===== config.mk =====
export PLATFORM = sky130hd
export DESIGN_NAME = wb_sram_slave
export DESIGN_NICKNAME = d
export VERILOG_FILES = /design/src/rtl/wb_sram_slave.sv
export SDC_FILE = /design/constraint.sdc
export NUM_CORES = 1
export LEC_CHECK = 0
export ABC_CLOCK_PERIOD_IN_PS = 7180
export BUFFER_PORTS_ARGS = -buffer_cell sky130_fd_sc_hd__buf_4
export CAP_MARGIN = 20
export CELL_PAD_IN_SITES_DETAIL_PLACEMENT = 1
export CELL_PAD_IN_SITES_GLOBAL_PLACEMENT = 2
export CORE_ASPECT_RATIO = 1.25
export CORE_MARGIN = 2
export CORE_UTILIZATION = 31
export CTS_CLUSTER_DIAMETER = 100
export DETAILED_ROUTE_END_ITERATION = 10
export GPL_ROUTABILITY_DRIVEN = 1
export PLACE_DENSITY = 0.9
export SYNTH_ARGS = -nofsm -noshare
export SYNTH_HDL_FRONTEND = slang
export SYNTH_SLANG_ARGS = --single-unit

===== constraint.sdc =====
create_clock -name clk -period 7.18 [get_ports clk]
set_clock_uncertainty 0.05 [all_clocks]
set_input_delay 1.436 -clock clk [delete_from_list [all_inputs] [get_ports clk]]
set_output_delay 1.436 -clock clk [all_outputs]
set_load 0.05 [all_outputs]

===== src/rtl/wb_sram_slave.sv =====
// Wishbone slave bridging 32-bit word accesses onto an asynchronous SRAM
// with programmable read/write wait states; every output is registered.
//
// state    | meaning
// ---------+------------------------------------------------------------
// S_IDLE   | waiting for cyc&stb; latches address/data/select on accept
// S_READ   | oe_n low, counting down READ_WAIT before sampling the pad
// S_WSETUP | address/data settle one cycle before we_n falls
// S_WPULSE | we_n low for WRITE_WAIT cycles, ack on the rising edge
// S_WHOLD  | we_n high, address/data/ce_n still held for one cycle
// S_TURN   | bus turnaround; requests are not sampled here
module wb_sram_slave #(
    parameter int ADDR_W     = 20,
    parameter int READ_WAIT  = 2,
    parameter int WRITE_WAIT = 2
) (
    input  logic              clk,
    input  logic              rst,
    input  logic              wishbone_cyc_i,
    input  logic              wishbone_stb_i,
    input  logic              wishbone_we_i,
    input  logic [31:0]       wishbone_addr_i,
    input  logic [31:0]       wishbone_data_i,
    input  logic [15:0]       wishbone_select_i,
    output logic [31:0]       wishbone_data_o,
    output logic              wishbone_ack_o,
    output logic [ADDR_W-1:0] sram_addr_o,
    output logic [31:0]       sram_data_o,
    input  logic [31:0]       sram_data_i,
    output logic              sram_data_oe_o,
    output logic              sram_ce_n_o,
    output logic              sram_oe_n_o,
    output logic              sram_we_n_o,
    output logic [3:0]        sram_be_n_o
);

    typedef enum logic [2:0] {
        S_IDLE,
        S_READ,
        S_WSETUP,
        S_WPULSE,
        S_WHOLD,
        S_TURN
    } state_t;

    localparam logic [2:0] RD_INIT = 3'(READ_WAIT - 1);
    localparam logic [2:0] WR_INIT = 3'(WRITE_WAIT - 1);

    state_t            state_q, state_d;
    logic [2:0]        cnt_q, cnt_d;
    logic              wr_abort_q, wr_abort_d;
    logic              ack_q, ack_d;
    logic [31:0]       rdata_q, rdata_d;
    logic [ADDR_W-1:0] addr_q, addr_d;
    logic [31:0]       wdata_q, wdata_d;
    logic              data_oe_q, data_oe_d;
    logic              ce_n_q, ce_n_d;
    logic              oe_n_q, oe_n_d;
    logic              we_n_q, we_n_d;
    logic [3:0]        be_n_q, be_n_d;

    logic req;
    assign req = wishbone_cyc_i & wishbone_stb_i;

    // Address bits outside the SRAM window alias; select[15:4] has no lanes.
    logic unused_bits;
    assign unused_bits = ^{wishbone_addr_i[31:ADDR_W+2], wishbone_addr_i[1:0],
                           wishbone_select_i[15:4]};

    always_comb begin
        state_d    = state_q;
        cnt_d      = cnt_q;
        wr_abort_d = wr_abort_q;
        ack_d      = 1'b0;
        rdata_d    = rdata_q;
        addr_d     = addr_q;
        wdata_d    = wdata_q;
        data_oe_d  = data_oe_q;
        ce_n_d     = ce_n_q;
        oe_n_d     = oe_n_q;
        we_n_d     = we_n_q;
        be_n_d     = be_n_q;

        case (state_q)
            S_IDLE: begin
                if (req) begin
                    addr_d     = wishbone_addr_i[ADDR_W+1:2];
                    be_n_d     = ~wishbone_select_i[3:0];
                    ce_n_d     = 1'b0;
                    wr_abort_d = 1'b0;
                    if (wishbone_we_i) begin
                        wdata_d   = wishbone_data_i;
                        data_oe_d = 1'b1;
                        state_d   = S_WSETUP;
                    end else begin
                        oe_n_d  = 1'b0;
                        cnt_d   = RD_INIT;
                        state_d = S_READ;
                    end
                end
            end

            S_READ: begin
                if (!wishbone_cyc_i) begin
                    ce_n_d  = 1'b1;
                    oe_n_d  = 1'b1;
                    be_n_d  = 4'hF;
                    state_d = S_IDLE;
                end else if (cnt_q == 3'd0) begin
                    rdata_d = sram_data_i;
                    ack_d   = 1'b1;
                    ce_n_d  = 1'b1;
                    oe_n_d  = 1'b1;
                    be_n_d  = 4'hF;
                    state_d = S_TURN;
                end else begin
                    cnt_d = cnt_q - 3'd1;
                end
            end

            S_WSETUP: begin
                we_n_d  = 1'b0;
                cnt_d   = WR_INIT;
                state_d = S_WPULSE;
                if (!wishbone_cyc_i) wr_abort_d = 1'b1;
            end

            // The pulse always runs to completion; a dropped cyc only kills the ack.
            S_WPULSE: begin
                if (!wishbone_cyc_i) wr_abort_d = 1'b1;
                if (cnt_q == 3'd0) begin
                    we_n_d  = 1'b1;
                    ack_d   = wishbone_cyc_i & ~wr_abort_q;
                    state_d = S_WHOLD;
                end else begin
                    cnt_d = cnt_q - 3'd1;
                end
            end

            S_WHOLD: begin
                data_oe_d = 1'b0;
                ce_n_d    = 1'b1;
                be_n_d    = 4'hF;
                state_d   = S_TURN;
            end

            S_TURN: begin
                state_d = S_IDLE;
            end

            default: begin
                state_d = S_IDLE;
            end
        endcase
    end

    always_ff @(posedge clk or posedge rst) begin
        if (rst) begin
            state_q    <= S_IDLE;
            cnt_q      <= 3'd0;
            wr_abort_q <= 1'b0;
            ack_q      <= 1'b0;
            rdata_q    <= 32'd0;
            addr_q     <= '0;
            wdata_q    <= 32'd0;
            data_oe_q  <= 1'b0;
            ce_n_q     <= 1'b1;
            oe_n_q     <= 1'b1;
            we_n_q     <= 1'b1;
            be_n_q     <= 4'hF;
        end else begin
            state_q    <= state_d;
            cnt_q      <= cnt_d;
            wr_abort_q <= wr_abort_d;
            ack_q      <= ack_d;
            rdata_q    <= rdata_d;
            addr_q     <= addr_d;
            wdata_q    <= wdata_d;
            data_oe_q  <= data_oe_d;
            ce_n_q     <= ce_n_d;
            oe_n_q     <= oe_n_d;
            we_n_q     <= we_n_d;
            be_n_q     <= be_n_d;
        end
    end

    assign wishbone_data_o = rdata_q;
    assign wishbone_ack_o  = ack_q;
    assign sram_addr_o     = addr_q;
    assign sram_data_o     = wdata_q;
    assign sram_data_oe_o  = data_oe_q;
    assign sram_ce_n_o     = ce_n_q;
    assign sram_oe_n_o     = oe_n_q;
    assign sram_we_n_o     = we_n_q;
    assign sram_be_n_o     = be_n_q;

endmodule


Word level (Yosys, flattened, before mapping):

Cells that the tools add are included.

* register bits: 100
* output and inout bits: 93

* add/subtract/negate cells: 1
* equality and inequality tests: 11
* multiplexer cells: 32
* bitwise operators: 4
* reductions and logical operators: 19

Operators with widths (number)
* 3-bit two-way mux: 8
* 3-bit AND reduction: 6
* 3-bit one-hot mux with 5 select lines: 1
* 4-bit two-way mux: 3
* 2-bit != test (second input constant): 6
* 3-bit one-hot mux with 4 select lines: 1
* 4-bit one-hot mux with 3 select lines: 1
* 1-bit two-way mux: 11
* 1-bit one-hot mux with 2 select lines: 5
* 4-bit AND reduction: 2
* 2-bit nonzero test: 4
* 3-bit by 2-bit == test with 1-bit output (second input constant): 2
* 3-bit zero test: 2
* 4-bit inverter: 1
* 2-bit AND reduction: 2
* 4-bit nonzero test: 1
* 3-bit by 1-bit == test with 1-bit output (second input constant): 1
* 3-bit == test (second input constant): 1
* 3-bit != test (second input constant): 1
* 1-bit one-hot mux with 3 select lines: 1
* 3-bit nonzero test: 1
* 3-bit by 1-bit subtractor with 3-bit output (second input constant): 1
* 1-bit AND: 2
* 2-bit two-way mux: 1
* other kinds (2): 2

Depth between registers and ports, before layout:

Gate-level depths: netlist (run 1).

* depth in word-level cells: 4
* gate-level depth with buffers: 7
* depth with buffers taken out: 5

Least setup slack after synthesis (run 1):

Ideal clock, no wire load.

* kind: input port to flip-flop
* start point: input port wishbone_cyc_i
* end point: register rdata_q[0], in the netlist wishbone_data_o[0]
* setup time: 0.125 ns
* arrival time: 2.511 ns
* required time: 7.005 ns
* slack: 4.494 ns
* stages on the path: 5
* buffers on the path: 2
* cells stage by stage: and2b_1 -> or3b_1 -> buf_2 -> buf_6 -> mux2_4

* cells in the longest elaborated chain, start to end: 1

Ends and longest elaborated chain
* start, declared: RTL line 19 `input logic wishbone_cyc_i,`
* 3-bit AND reduction (no line)
* end signal, assigned: RTL line 176 `rdata_q <= rdata_d;`
* end, declared: RTL line 53 `logic [31:0] rdata_q, rdata_d;`

No other way between the ends.
A chain may end at the register's enable or synchronous reset.

Worst setup path in the final report (run 1):

* start point: input port wishbone_cyc_i
* end point: register rdata_q[31], in the netlist wishbone_data_o[31]

The elaborated chain is that of the path after synthesis.

==> results of run 1 <==
==> critical path: stages <==
cell     delay, ns
buf_4         0.16
and2b_1       0.22
or3b_2        0.45
buf_4         0.31
mux2_1        0.38
==> power by group through the flow <==
stage               clock [W]  sequential (W)  combinational (W)
detailed placement          0         0.00103            0.00189
global placement            0         0.00101            0.00186
global route         0.000622         0.00106            0.00195
floorplan                   0         0.00190           0.000429
CTS                  0.000597         0.00102            0.00189
finish               0.000578         0.00102            0.00188
==> placed cells by master, fill, tap and decap left out, types with 2 or more instances in the layout <==
cell       instances
mux2_4            30
inv_1              2
a2bb2oi_1          5
bufinv_16          4
dfrtp_1           93
o22a_1             2
ha_1               2
mux2_2             6
dfstp_2            7
nand2b_1           4
buf_4            188
mux2_1            48
nand2_1            3
a21oi_1            2
nor3_1             4
or3b_2             2
a211oi_1           3
nand3_1            2
clkbuf_16          9
nand3b_1           2
nor2_1             4
nor4_1             3
==> sequential cells by signal, indices dropped and copies added, names as in the netlist <==
signal / cells
sram_data_o: 32
state_q: 3
sram_addr_o: 20
wishbone_data_o: 32
sram_oe_n_o: 1
sram_data_oe_o: 1
wr_abort_q: 1
sram_we_n_o: 1
sram_be_n_o: 4
cnt_q: 3
wishbone_ack_o: 1
sram_ce_n_o: 1
==> kinds of logic after synthesis <==
| family | count (synthesis) | share of synthesized area |
|---|---|---|
| AOI/OAI and AO/OA | 25 | 0.0501 |
| muxes | 84 | 0.258 |
| buffers and inverters | 18 | 0.0269 |
| adders and majority gates | 2 | 0.00611 |
| DFF | 100 | 0.613 |
| and+or+nand+nor | 31 | 0.0458 |
==> final timing paths <==
kind | startpoint | to | slack (ns) | cells after the start
worst max-delay path | wishbone_cyc_i | wishbone_data_o[31]$_DFFE_PP0P_ | 4.35 | 5
worst min-delay path | sram_data_o[1]$_DFFE_PP0P_ | sram_data_o[1]$_DFFE_PP0P_ | 0.44 | 1
worst max register to register | state_q[0]$_DFFE_PP0P_ | sram_data_o[29]$_DFFE_PP0P_ | 4.88 | 4
worst min register to register | sram_data_o[1]$_DFFE_PP0P_ | sram_data_o[1]$_DFFE_PP0P_ | 0.44 | 1
max in group asynchronous | rst | cnt_q[1]$_DFFE_PP0P_ | 4.79 | 3
min in group asynchronous | rst | wishbone_data_o[29]$_DFFE_PP0P_ | 1.06 | 2
==> metal layers <==
layer  global-route usage  wire, um  share of wire
met1                0.173      4040           0.38
met2                0.279      5860           0.55
met3               0.0345       494          0.046
met4               0.0541       235          0.022
met5                    0         0              0
==> layout make-up <==
| cell class | count | area [sq um] | share of cell area |
|---|---|---|---|
| clock buffer | 9 | 225 | 0.0375 |
| clock inverter | 6 | 136 | 0.0227 |
| inverter | 3 | 13.8 | 0.00229 |
| multi-input combinational | 142 | 1480 | 0.246 |
| sequential | 100 | 2510 | 0.418 |
| tap | 168 | 210 | 0.0350 |
| timing repair buffer | 189 | 1440 | 0.239 |
==> metrics by stage <==
step / power, W / hold slack (ns) / instance area (sq um)
final: 0.00348 / 0.438 / 6010
after global routing: 0.00364 / 0.461 / 6010
after CTS: 0.00352 / 0.442 / 5980
after detailed placement: 0.00292 / 0.427 / 5620
after global placement: 0.00287 / 0.420 / 5620
after floorplan: 0.00233 / 0.406 / 4100
==> cells in the mapped netlist, types with 2 or more instances <==
master	count
dfrtp_1	93
mux2_1	48
mux2_4	30
dfstp_2	7
mux2_2	6
a2bb2oi_1	5
buf_2	4
buf_4	4
clkbuf_1	4
nand2b_1	4
nor2_1	4
nor3_1	4
a211oi_1	3
buf_6	3
inv_1	3
nand2_1	3
nor4_1	3
a21oi_1	2
ha_1	2
nand3_1	2
nand3b_1	2
o22a_1	2
==> flow_summary.yaml, run 1 <==
status:
  status: "completed"
synthesis:
  post_synth.cell_area_avg_sq_um: 15.8
  synthCells: 260
  yosys.area.top_type_share: 0.568
  synth_cell_type_count: 44
  synth-seq-area-share: 0.613
  yosysWarnings: 0
  netlist_area_sq_um: 4100
  synth_async_sr_flop_share: 1.00
  synthFlopType: "dfrtp_1"
  synth_edf_count: 0
  yosysTopAreaCell: "dfrtp_1"
  synth_area_leaders: "dfrtp_1 (57%), mux2_1 (13%), mux2_4 (11%)"
  synthesis.nets: 379
  ys_ff_latch: 100
finish:
  utilization: 0.471
  nFillCells: 1371
  final_cells: 617
  areaGrowthSynthToFinish_pct: 46.7
  nNetsFinal: 564
  drive_gt1_frac: 0.559
  diodes: 0
critical_path:
  cp-start-kind: "primary input"
  critPathCaptureType: "flip-flop"
  cp.arrival_ns: 2.99
  cp.required_ns: 7.34
  cp_max_fo: 32
  crit_type: "primary input to flip-flop"
timing:
  tightest_slew_ns: 0.878
  drv_slew: 0
  rsz0062_at_grt: "false"
  setup_ws_ns: 4.35
  fmax_mhz: 354
  layout_min_cycle_time_ns: 2.83
  setup_violations: 0
  post-route-period-util: 0.394
  tns_ns: 0
  slew_headroom: 0.415
  finalHoldViolations: 0
power_and_ir_drop:
  leakagePower_nw: 3.00
  power_density_nw_per_um2: 579
  clkPwrFrac: 0.166
  seqPwrFrac: 0.293
  power_switching_w: 0.00161
  p_comb_frac: 0.541
  p_sw_frac: 0.462
  intPower_w: 0.00187
  ir_drop_mv: 0.234
job:
  maxCapViolations: 0
floorplanning:
  io-pin-count: 210
  die_height_um: 133
  rows: 46
  core_sq_um: 12800
  fp.dieW_um: 107
  start_util: 0.321
  dieArea_sq_um: 14200
route:
  wl_mm: 10.6
  first_pass_iters: 5
  antenna_left: 0
  avgRoutedWirePerCell_um: 17.2
  vias: 2862
  drc: 0
  vias_per_cell: 4.64
  drtIter0Drc: 102
placed_design:
  port_buffers: 185
  place_ws_ns: 3.82
  gp_congestion: 0.793
  dp.cells: 601
  dpl.hpwl_mm: 8.01
clocking:
  htreeDepth: 3
  path_clk_slew_ns: 0.06
  cts.sinks: 100
  cts_tree: "done"
  hold_buffers: 0
  cts_resized: 0
  clk_latency_ns: 0.33
  post_cts_buffers: 0
  cts_buffer_depth: 2
  root_buffer: "clkbuf_16"
  numCtsBuffers: 9
grt:
  overflow: 0
  grt_pass1_vias: 3215
  grt_pass1_wl_mm: 17.0
  grt_util_all_layers: 0.153
  antenna_found_initial: 0
  grt_max_degree: 70
worst_hold_path:
  worstHoldPathType: "flip-flop to flip-flop"
Power figures use the tool's default switching activity.
==> run 2: changes to the inputs <==
ABC_CLOCK_PERIOD_IN_PS = 2300   (was 7180)
CORE_UTILIZATION = 26   (was 31)
PLACE_DENSITY = 0.81   (was 0.9)
clock period = 2.3 ns   (was 7.18 ns; I/O delays follow)
==> flow_summary.yaml, run 2 (synthesis results as in run 1) <==
floorplanning:
  core_sq_um: 15500
  start_util: 0.264
  io-pin-count: 210
  dieArea_sq_um: 16800
  rows: 51
  fp.dieW_um: 116
  die_height_um: 144
critical_path:
  max_stage_delay_ns: 0.52
  cp_max_fo: 32
  crit_type: "flip-flop to flip-flop"
  critPathCaptureType: "flip-flop"
  cp.arrival_ns: 2.29
  cp.required_ns: 2.48
  crit_cells: 6
  cp-start-kind: "flip-flop"
  path_cells: "inv_1 -> ha_1 -> nand3b_1 -> or3b_2 -> buf_12 -> mux2_1"
  critPathTopFamily: "simple AND/OR/NAND/NOR gates"
  critical_path_buf_inv_count: 2
  reg2reg_depth: 6
  critPathSlowestCell: "or3b_2"
finish:
  utilization: 0.392
  final_cells: 666
  drive_gt1_frac: 0.564
  nNetsFinal: 568
  nFillCells: 1664
  areaGrowthSynthToFinish_pct: 48.2
  final_cell_mix: "buf_4 (189), dfrtp_1 (93), mux2_1 (48)"
  diodes: 0
  final_common_cell: "buf_4"
clocking:
  cts.sinks: 100
  numCtsBuffers: 9
  cts_tree: "done"
  path_clk_slew_ns: 0.07
  root_buffer: "clkbuf_16"
  cts_buffer_depth: 2
  post_cts_buffers: 0
  htreeDepth: 3
  clk_latency_ns: 0.34
  cts_resized: 0
  hold_buffers: 0
route:
  drc: 0
  drtIter0Drc: 74
  first_pass_iters: 4
  wl_mm: 10.7
  avgRoutedWirePerCell_um: 16.1
  vias: 2891
  antenna_left: 0
  vias_per_cell: 4.34
job:
  maxCapViolations: 0
timing:
  fmax_mhz: 474
  slew_headroom: 0.641
  drv_slew: 0
  post-route-period-util: 0.918
  tightest_slew_ns: 0.538
  finalHoldViolations: 0
  tns_ns: 0
  setup_violations: 0
  hold_slack_ns: 0.201
  layout_min_cycle_time_ns: 2.11
  rsz0062_at_grt: "false"
worst_hold_path:
  hold_depth: 2
  worstHoldPathType: "primary input to flip-flop"
placed_design:
  port_buffers: 185
  dp.cells: 650
  gp_congestion: 0.745
  dpl.hpwl_mm: 8.00
power_and_ir_drop:
  p_comb_frac: 0.561
  intPower_w: 0.00561
  finalPower_w: 0.0107
  seqPwrFrac: 0.292
  leakagePower_nw: 3.00
  power_density_nw_per_um2: 1760
  ir_drop_mv: 0.478
  p_sw_frac: 0.475
  clkPwrFrac: 0.147
  power_switching_w: 0.00507
grt:
  grt_pass1_wl_mm: 16.0
  overflow: 0
  antenna_found_initial: 0
  grt_pass1_vias: 3057
  grt_util_all_layers: 0.126
  grt_max_degree: 101
status:
  status: "completed"
run 2: cell count changes in the layout (fill, tap and decap cells not counted):
cell,previous run,this run
buf_12,0,4
inv_6,1,3
clkinvlp_4,1,2
buf_16,1,0
inv_4,1,0
buf_4,188,189
clkbuf_8,0,1
clkinv_2,0,1
bufinv_16,4,1
run 2: worst paths after layout:
kind,from,slack [ns],endpoint
setup reg to reg,cnt_q[0]$_DFFE_PP0P_,0.19,wishbone_data_o[31]$_DFFE_PP0P_
hold / removal,wishbone_select_i[2],0.20,sram_be_n_o[2]$_DFFE_PP1P_
setup / recovery,cnt_q[0]$_DFFE_PP0P_,0.19,wishbone_data_o[31]$_DFFE_PP0P_
max in group asynchronous,rst,1.58,wishbone_data_o[18]$_DFFE_PP0P_
hold reg to reg,sram_data_o[2]$_DFFE_PP0P_,0.44,sram_data_o[2]$_DFFE_PP0P_
min in group asynchronous,rst,0.22,sram_data_o[7]$_DFFE_PP0P_
run 2: area by class of cell:
class                           instances  area, sq um  share of cell area
Inverter                                3         15.0             0.00247
Multi-Input combinational cell        142         1480               0.243
Tap cell                              212          265              0.0437
Clock inverter                          6         68.8              0.0113
Timing Repair Buffer                  193         1500               0.247
Sequential cell                       100         2510               0.413
Clock buffer                           10          239              0.0393
run 2: per-stage QoR:
step	area (sq um)	setup slack, ns
global route	6070	0.0747
detailed placement	5770	0.211
floorplan	4100	0.434
CTS	6070	0.187
global placement	5770	0.229
finish	6070	0.190
run 2: routing by layer:
layer  global-route usage  wire (um)
met5                    0          0
met4               0.0508        223
met3               0.0293        536
met2                0.232       6090
met1                0.137       3890
run 2: power by group through the flow:
| stage | sequential, W | combinational (W) | clock, W |
|---|---|---|---|
| after floorplan | 0.00592 | 0.00134 | 0 |
| after CTS | 0.00314 | 0.00607 | 0.00164 |
| after global routing | 0.00324 | 0.00626 | 0.00170 |
| final | 0.00312 | 0.00599 | 0.00157 |
| after global placement | 0.00310 | 0.00597 | 0 |
| after detailed placement | 0.00316 | 0.00605 | 0 |
run 2: worst register-to-register path, stage by stage (launching register included):
cell and delay [ns]:
dfrtp_1 0.39, inv_1 0.12, ha_1 0.24, nand3b_1 0.12, or3b_2 0.52, buf_12 0.20
mux2_1 0.36
==> run 3: changes to the inputs <==
CTS_CLUSTER_DIAMETER = unset   (was 100)
MAX_ROUTING_LAYER = met4   (was unset)
==> flow_summary.yaml, run 3 (synthesis results as in run 1) <==
power_and_ir_drop:
  leakagePower_nw: 3.00
  ir_drop_mv: 0.476
  intPower_w: 0.00561
  power_density_nw_per_um2: 1760
  clkPwrFrac: 0.147
  power_switching_w: 0.00506
  seqPwrFrac: 0.292
  p_sw_frac: 0.474
  finalPower_w: 0.0107
  p_comb_frac: 0.561
clocking:
  clk_latency_ns: 0.34
  cts_tree: "done"
  cts_buffer_depth: 2
  htreeDepth: 3
  numCtsBuffers: 9
  post_cts_buffers: 0
  cts.sinks: 100
  cts_resized: 0
  hold_buffers: 0
  path_clk_slew_ns: 0.07
  root_buffer: "clkbuf_16"
status:
  status: "completed"
floorplanning:
  start_util: 0.264
  fp.dieW_um: 116
  core_sq_um: 15500
  dieArea_sq_um: 16800
  io-pin-count: 210
  die_height_um: 144
  rows: 51
critical_path:
  cp.arrival_ns: 2.29
  worstSetupStartpoint: "cnt_q[0]$_DFFE_PP0P_"
  r2r_slack_ns: 0.19
  cp.required_ns: 2.47
  cp_max_fo: 32
  regToRegEndpoint: "wishbone_data_o[28]$_DFFE_PP0P_"
  cp-start-kind: "flip-flop"
  reg2reg_depth: 6
  crit_type: "flip-flop to flip-flop"
  critPathCaptureType: "flip-flop"
  reg2reg_from: "cnt_q[0]$_DFFE_PP0P_"
finish:
  final_common_cell: "buf_4"
  areaGrowthSynthToFinish_pct: 48.2
  utilization: 0.392
  nNetsFinal: 568
  final_cell_mix: "buf_4 (189), dfrtp_1 (93), mux2_1 (48)"
  drive_gt1_frac: 0.564
  diodes: 0
timing:
  setup_violations: 0
  fmax_mhz: 473
  drv_slew: 0
  post-route-period-util: 0.919
  tightest_slew_ns: 0.540
  rsz0062_at_grt: "false"
  finalHoldViolations: 0
  tns_ns: 0
  layout_min_cycle_time_ns: 2.11
  slew_headroom: 0.640
grt:
  antenna_found_initial: 0
  grt_use_met2: 0.232
  met1_usage: 0.138
  grt_util_all_layers: 0.130
  grt_pass1_wl_mm: 16.0
  use_met3: 0.0293
  grt_pass1_vias: 3051
  grt_max_degree: 101
  overflow: 0
  grt_busiest_layer: "met2"
placed_design:
  gp_congestion: 0.755
  port_buffers: 185
  dpl.hpwl_mm: 8.00
route:
  drtIter0Drc: 91
  first_pass_iters: 4
  antenna_left: 0
  vias_per_cell: 4.33
  drc: 0
  vias: 2887
  wl_mm: 10.7
  avgRoutedWirePerCell_um: 16.1
worst_hold_path:
  hold_depth: 2
  min_from: "wishbone_select_i[2]"
  hold_end: "sram_be_n_o[2]$_DFFE_PP1P_"
  worstHoldPathType: "primary input to flip-flop"
job:
  maxCapViolations: 0
## run 3: power groups by stage
stage / clock network, W / registers (W) / logic (W)
after floorplan: 0 / 0.00592 / 0.00134
after global placement: 0 / 0.00310 / 0.00597
after detailed placement: 0 / 0.00316 / 0.00605
after CTS: 0.00164 / 0.00314 / 0.00607
after global routing: 0.00170 / 0.00324 / 0.00626
final: 0.00156 / 0.00312 / 0.00599
## run 3: layout make-up
| class | instances | area, sq um |
|---|---|---|
| clock inverters | 6 | 68.8 |
| multi-input cells | 142 | 1480 |
| fillers | 1664 | 9430 |
| flip-flops and latches | 100 | 2510 |
| inverters | 3 | 15.0 |
| repair buffers | 193 | 1500 |
| clock buffers | 10 | 239 |
| well taps | 212 | 265 |
## run 3: critical path, cell delays in order (launching register included)
cell	delay (ns)
dfrtp_1	0.39
inv_1	0.12
ha_1	0.24
nand3b_1	0.12
or3b_2	0.52
buf_12	0.20
mux2_4	0.33
## run 3: per-stage QoR
step,setup slack [ns],cells,area (sq um),hold WS (ns)
CTS,0.187,666,6070,0.181
detailed placement,0.211,650,5770,0.426
global route,0.0707,666,6070,0.186
global placement,0.229,650,5770,0.418
floorplan,0.434,260,4100,0.406
finish,0.186,666,6070,0.203
## run 3: routing by layer
layer | vias to the layer above | wire (um)
met5 | - | 0
met4 | 0 | 223
met2 | 89 | 6110
met1 | 1465 | 3870
li1 | 1316 | -
met3 | 17 | 536
## run 3: worst max path at each step
stage | slack (ns) | endpoint | cells after the start
3_3_place_gp | 0.23 | wishbone_data_o[31]$_DFFE_PP0P_ | 5
2_1_floorplan | 0.43 | wishbone_data_o[0]$_DFFE_PP0P_ | 7
6_report | 0.19 | wishbone_data_o[28]$_DFFE_PP0P_ | 6
4_1_cts | 0.19 | wishbone_data_o[31]$_DFFE_PP0P_ | 6
3_5_place_dp | 0.21 | wishbone_data_o[31]$_DFFE_PP0P_ | 6
5_1_grt | 0.07 | sram_data_o[23]$_DFFE_PP0P_ | 4
